`config.mk`:
```
export PLATFORM = sky130hd
export DESIGN_NAME = lamp_pacer
export DESIGN_NICKNAME = d
export VERILOG_FILES = /design/src/rtl/lamp_pacer.sv
export SDC_FILE = /design/constraint.sdc
export NUM_CORES = 1
export LEC_CHECK = 0
export BUFFER_PORTS_ARGS = -buffer_cell sky130_fd_sc_hd__buf_2
export CAP_MARGIN = 20
export CORE_MARGIN = 2
export CORE_UTILIZATION = 30
export CTS_CLUSTER_SIZE = 28
export DETAILED_ROUTE_END_ITERATION = 10
export GPL_TIMING_DRIVEN = 0
export SLEW_MARGIN = 0
export SYNTH_ARGS = -nofsm -noshare
export SYNTH_HDL_FRONTEND = slang
export SYNTH_SLANG_ARGS = --single-unit
export TNS_END_PERCENT = 100
```
`constraint.sdc`:
```
create_clock -name clk -period 5.66 [get_ports clk]
set_clock_uncertainty 0.1 [all_clocks]
set_input_delay 0.849 -clock clk [delete_from_list [all_inputs] [get_ports clk]]
set_output_delay 0.849 -clock clk [all_outputs]
set_load 0.005 [all_outputs]
```
`src/rtl/lamp_pacer.sv`:
```
// lamp_pacer: debounces the run/stop and speed/step keys, keeps the
// STOP/RUN state and produces the one-cycle step pulse for the lamp driver.
module lamp_pacer #(
  parameter int unsigned DEB_CYCLES = 500000,
  parameter int unsigned DEB_W      = 20,
  parameter int unsigned BASE_DIV   = 25000000,
  parameter int unsigned CNT_W      = 26
) (
  input  logic       clk,
  input  logic       rset,
  input  logic       key_run,
  input  logic       key_speed,
  output logic       step,
  output logic       running,
  output logic [1:0] speed
);

  typedef enum logic {
    STOP = 1'b0,
    RUN  = 1'b1
  } state_t;

  localparam logic [DEB_W-1:0] DEB_LAST = DEB_W'(DEB_CYCLES - 1);
  localparam logic [CNT_W-1:0] BASE     = CNT_W'(BASE_DIV);

  // Bit 0 carries the run key, bit 1 the speed key.
  logic [1:0]       keys;
  logic [1:0]       sync1, sync2;
  logic [1:0]       deb, deb_d;
  logic [1:0]       press;
  logic [DEB_W-1:0] deb_cnt [2];

  state_t           state, state_nx;
  logic [1:0]       speed_nx;
  logic [CNT_W-1:0] pcnt, pcnt_nx;
  logic [CNT_W-1:0] period;
  logic             term;
  logic             step_nx;
  logic             run_p, spd_p;

  assign keys  = {key_speed, key_run};
  assign run_p = press[0];
  assign spd_p = press[1];

  // Synchronise, debounce and edge-detect both keys; press marks a debounced fall.
  always_ff @(posedge clk or negedge rset) begin
    if (!rset) begin
      sync1 <= '1;
      sync2 <= '1;
      deb   <= '1;
      deb_d <= '1;
      press <= '0;
      for (int unsigned i = 0; i < 2; i++) begin
        deb_cnt[i] <= '0;
      end
    end else begin
      sync1 <= keys;
      sync2 <= sync1;
      deb_d <= deb;
      press <= deb_d & ~deb;
      for (int unsigned i = 0; i < 2; i++) begin
        if (sync2[i] == deb[i]) begin
          deb_cnt[i] <= '0;
        end else if (deb_cnt[i] == DEB_LAST) begin
          deb[i]     <= sync2[i];
          deb_cnt[i] <= '0;
        end else begin
          deb_cnt[i] <= deb_cnt[i] + 1'b1;
        end
      end
    end
  end

  // FSM, speed, prescaler and step registers.
  always_ff @(posedge clk or negedge rset) begin
    if (!rset) begin
      state <= STOP;
      speed <= '0;
      pcnt  <= '0;
      step  <= 1'b0;
    end else begin
      state <= state_nx;
      speed <= speed_nx;
      pcnt  <= pcnt_nx;
      step  <= step_nx;
    end
  end

  // Next-state logic: run press beats speed press; a speed press on the
  // terminal count still lets that step through before the prescaler clears.
  always_comb begin
    state_nx = state;
    speed_nx = speed;
    pcnt_nx  = pcnt;
    step_nx  = 1'b0;
    period   = BASE >> speed;
    term     = (pcnt == period - 1'b1);
    case (state)
      STOP: begin
        pcnt_nx = '0;
        if (run_p) begin
          state_nx = RUN;
        end else if (spd_p) begin
          step_nx = 1'b1;
        end
      end
      RUN: begin
        if (run_p) begin
          state_nx = STOP;
          pcnt_nx  = '0;
        end else begin
          step_nx = term;
          pcnt_nx = term ? '0 : pcnt + 1'b1;
          if (spd_p) begin
            speed_nx = speed + 1'b1;
            pcnt_nx  = '0;
          end
        end
      end
      default: state_nx = STOP;
    endcase
  end

  assign running = (state == RUN);

endmodule

```
==> results <==
- The run finished with clean final reports.
- The routed design uses 269 um of met3 wire.
- Counting every instance in the synthesized netlist gives 404.
- The logic depth of the worst register-to-register path is 10.
- The via count of the first global-routing pass is 2862.
- The x dimension of the die is 121 um.
- Summed over all nets, the half-perimeter wirelength after detailed placement is 5.18 mm.
- The first global-routing pass estimated 13.5 mm of wire.
- The leakage component of the power is 1.88 nW.
- The routed design uses 3.47 mm of met2 wire.
- From synthesis to final layout, the design area changed by 14.4%.
- Before CTS, the worst setup slack after placement is 2.75 ns.
- The yosys synthesis warning count is 0.
- The die covers 14600 um2.
- The most common cell in the synthesized netlist is sky130_fd_sc_hd__dfrtp_1.
- After detailed routing, no signal wire sits above met4.
- In the routed design, unresolved DRC markers number 0.
- The fraction of the cycle the final worst path needs is 50.7%.
- The total clock buffers created by CTS is 9.
- The clock root buffer master is sky130_fd_sc_hd__clkbuf_16.
- By area the synthesized netlist is led by sky130_fd_sc_hd__dfrtp_1, sky130_fd_sc_hd__xnor2_1, sky130_fd_sc_hd__xor2_1.
- The number of flops mapped to enable cells by yosys is 0.
- The final number of hold-violating endpoints is 0.
- The buffers inserted during post-CTS setup optimization is 0.
- The maximum VDD drop is 0.144 mV.
- The net count after synthesis is 420.
- The cell area that synthesis handed to floorplanning was 4100 um2.
- For this design, the sink count on the clock tree is 80.
- The TritonCTS clock tree is built.
- The share of synthesized registers carrying an async set or reset is 100%.
- The transition time at the pin with the least slew margin is 0.924 ns.
- A synthesized cell averages 10.2 um2.
- Traced cell by cell, the critical path runs through inv_1 -> ha_1 -> inv_1 -> ha_1 -> xnor2_1 -> nor4_2 -> o2111ai_2 -> o31ai_4 -> buf_6 -> nor2_2.
- After routing, the total negative slack on setup checks comes to 0 ns.
- The arrival time of the worst setup path is 3.00 ns.
- The maximum number of pins on one net before global-route repair is 56.
- STA puts the critical path data required time at 5.79 ns.
- The setup path with the least slack is of type reg2reg.
- The starting utilization of the core area is 30.9%.
- The power per unit of standard cell area is 256 nW/um2.
- The cell type group with the largest total delay on the critical path is compound AO/OA/AOI/OAI gates.
- The final number of max-transition violations is 0.
- STA classifies the critical path startpoint as a flip-flop.
- The maximum operating frequency is 348 MHz.
- Hold is met by 0.260 ns.
- Setup repair after global routing left no endpoint under its margin.
- For this run, the share of the core covered by cells in the final layout is 35.3%.
- The clock reaches the later pin of the worst-skew pair after 0.34 ns.
- 8 I/O pins were placed.
- Of all nets on the critical path, the largest fanout is 10.
- After detailed routing, the number of vias per cell comes to 4.63.
- The shortest clock period the worst path allows after layout is 2.87 ns.
- The cell with the largest stage delay on the worst path is sky130_fd_sc_hd__o31ai_4.
- The post-synthesis cell type count is 40.
- The number of failing setup endpoints in the final timing report is 0.
- The buffer and inverter count on the worst path is 3.
- The final RePlAce weighted congestion is 0.805.
- For this block, the initial DRC count from the detailed router was 159.
- The routed metal-1 wirelength is 3.65 mm.
- The longest clock path from root to sink contains 2 buffers.
- Of the synthesized area, sequential elements account for 49.0%.
- The number of antenna-violating nets in the routed design is 0.
- Synthesis inferred 80 register bits.
- The number of stages on the worst hold path is 0.
- The critical path runs through a total of 10 cells.
- The total wirelength of the detailed-routed design is 7.48 mm.
- Setup slack on the critical path of the routed design comes to 2.79 ns.
- After layout, the design draws a total of 0.00120 W.
- The per-cell routed wire length is 12.4 um.
- The relative slew slack is 37.8%.
- STA classifies the critical path endpoint as a flip-flop.
- The tool flagged a number of max-cap violations equal to 0.
- The total core area is 13300 um2.
- Summed over all instances, the cell type with the most area after synthesis is sky130_fd_sc_hd__dfrtp_1.
- Row generation in the floorplan step produced 42 rows.
- The floorplan step set the die height to 121 um.
- Summed over all layers, the global routing overflow is 0.
- The maximum single-stage delay on the critical path is 0.50 ns.
- The number of antenna diodes in the final layout is 0.
- For this run, the leading register cell type out of synthesis is sky130_fd_sc_hd__dfrtp_1.
- Summing over every cut layer, the via total after detailed routing is 2799.
- In this run, post-CTS repair resized a total of 0 instances.
- The proportion of layout cells with a drive suffix above 1 is 15.4%.
- For this run, the detailed router's first-pass iteration total came to 4.
- Clock-pin slew was measured on the worst setup and hold paths at 0.06 ns.
- The H-tree generated during clock tree synthesis spans 3 levels.
- The class of the tightest hold or removal check is reg2reg.
- The global-route total usage across every layer is 11.5%.
- For flop-to-flop paths, the worst setup slack is 2.79 ns.
- After the last flow step, the layout net total stands at 439.
- The initial antenna violation count is 0.
- The portion of synthesized cell area occupied by the leading cell type is 43.9%.
- During placement, the flow inserted port buffers numbering 7.
- In the synthesized netlist, the cells that appear most often are sky130_fd_sc_hd__dfrtp_1, sky130_fd_sc_hd__nor2_1, sky130_fd_sc_hd__xnor2_1.
- After clock tree synthesis, the flow added hold-fix buffers numbering 0.
-- state kept, by name, summed over array words and instances (netlist names) --
signal   flops
deb_d        2
speed        2
pcnt        26
running      1
press        2
deb_cnt     40
step         1
sync1        2
deb          2
sync2        2
-- logic make-up (layout without fill, tap and decap cells) --
kind of cell    Yosys count  in the layout  synth area share [%]
compound gates           13             13                  2.56
xor+xnor                 68             68                  14.5
fa+ha+maj                12             12                  3.66
buf+inv                  25             49                  2.96
flops                    80             80                  49.0
mux                       3              3                 0.823
simple gates            203            203                  26.5
-- routing by layer --
| layer | vias to the layer above | track usage, % |
|---|---|---|
| li1 | 1401 | - |
| met1 | 1356 | 15.6 |
| met2 | 33 | 18.1 |
| met3 | 9 | 3.10 |
| met4 | 0 | 3.27 |
| met5 | - | 0 |
-- final cells by class --
type                    instances  area, um2
fillers                      1331       8600
clock inverters                 7       78.8
well taps                     176        220
plain buffers                  10       65.1
inverters                      15       56.3
flip-flops and latches         80       2010
multi-input cells             299       1970
repair buffers                  8       65.1
clock buffers                   9        225
-- cell usage in the layout, fill, tap and decap left out, types with 2 or more instances in the layout --
| master | count |
|---|---|
| sky130_fd_sc_hd__a21oi_1 | 2 |
| sky130_fd_sc_hd__and3_1 | 6 |
| sky130_fd_sc_hd__and4_1 | 5 |
| sky130_fd_sc_hd__buf_2 | 7 |
| sky130_fd_sc_hd__buf_4 | 2 |
| sky130_fd_sc_hd__buf_6 | 3 |
| sky130_fd_sc_hd__clkbuf_1 | 5 |
| sky130_fd_sc_hd__clkbuf_16 | 9 |
| sky130_fd_sc_hd__clkinvlp_4 | 2 |
| sky130_fd_sc_hd__dfrtp_1 | 72 |
| sky130_fd_sc_hd__dfstp_2 | 8 |
| sky130_fd_sc_hd__ha_1 | 12 |
| sky130_fd_sc_hd__inv_1 | 15 |
| sky130_fd_sc_hd__inv_6 | 2 |
| sky130_fd_sc_hd__mux2_2 | 3 |
| sky130_fd_sc_hd__nand2_1 | 30 |
| sky130_fd_sc_hd__nand2b_1 | 6 |
| sky130_fd_sc_hd__nand3_1 | 27 |
| sky130_fd_sc_hd__nand3b_1 | 2 |
| sky130_fd_sc_hd__nand4_1 | 11 |
| sky130_fd_sc_hd__nor2_1 | 61 |
| sky130_fd_sc_hd__nor2_2 | 12 |
| sky130_fd_sc_hd__nor2b_1 | 3 |
| sky130_fd_sc_hd__nor3_1 | 17 |
| sky130_fd_sc_hd__nor4_1 | 7 |
| sky130_fd_sc_hd__nor4_2 | 5 |
| sky130_fd_sc_hd__nor4_4 | 2 |
| sky130_fd_sc_hd__nor4b_1 | 2 |
| sky130_fd_sc_hd__o21ai_0 | 3 |
| sky130_fd_sc_hd__o22ai_1 | 3 |
| sky130_fd_sc_hd__or3_1 | 2 |
| sky130_fd_sc_hd__xnor2_1 | 35 |
| sky130_fd_sc_hd__xor2_1 | 33 |
-- worst reg2reg max path, delay by kind of cell (launching register included) --
| kind | cells | cell delay (ns) |
|---|---|---|
| AOI/OAI and AO/OA | 2 | 0.73 |
| adders and majority gates | 2 | 0.50 |
| DFF | 1 | 0.48 |
| buffers and inverters | 3 | 0.46 |
| and+or+nand+nor | 2 | 0.37 |
| xor gates and xnor gates | 1 | 0.14 |
-- power by group --
group | internal, W | switching (W)
registers | 0.000578 | 0.00000441
clock network | 0.000347 | 0.000245
logic | 0.00000749 | 0.0000193
-- metrics by stage --
step	instance area (um2)	cells
6_report	4690	604
5_1_grt	4690	604
4_1_cts	4690	604
3_5_place_dp	4390	588
3_3_place_gp	4360	587
2_1_floorplan	4100	404
-- path summary, 6_finish.rpt --
path / from / end
max: speed[0] / pcnt[14]
min: sync1[1] / sync2[1]
max reg2reg: speed[0] / pcnt[14]
min reg2reg: sync1[1] / sync2[1]
max in group asynchronous: rset / sync1[0]
min in group asynchronous: rset / speed[0]
(Power assumes the default switching activity.)
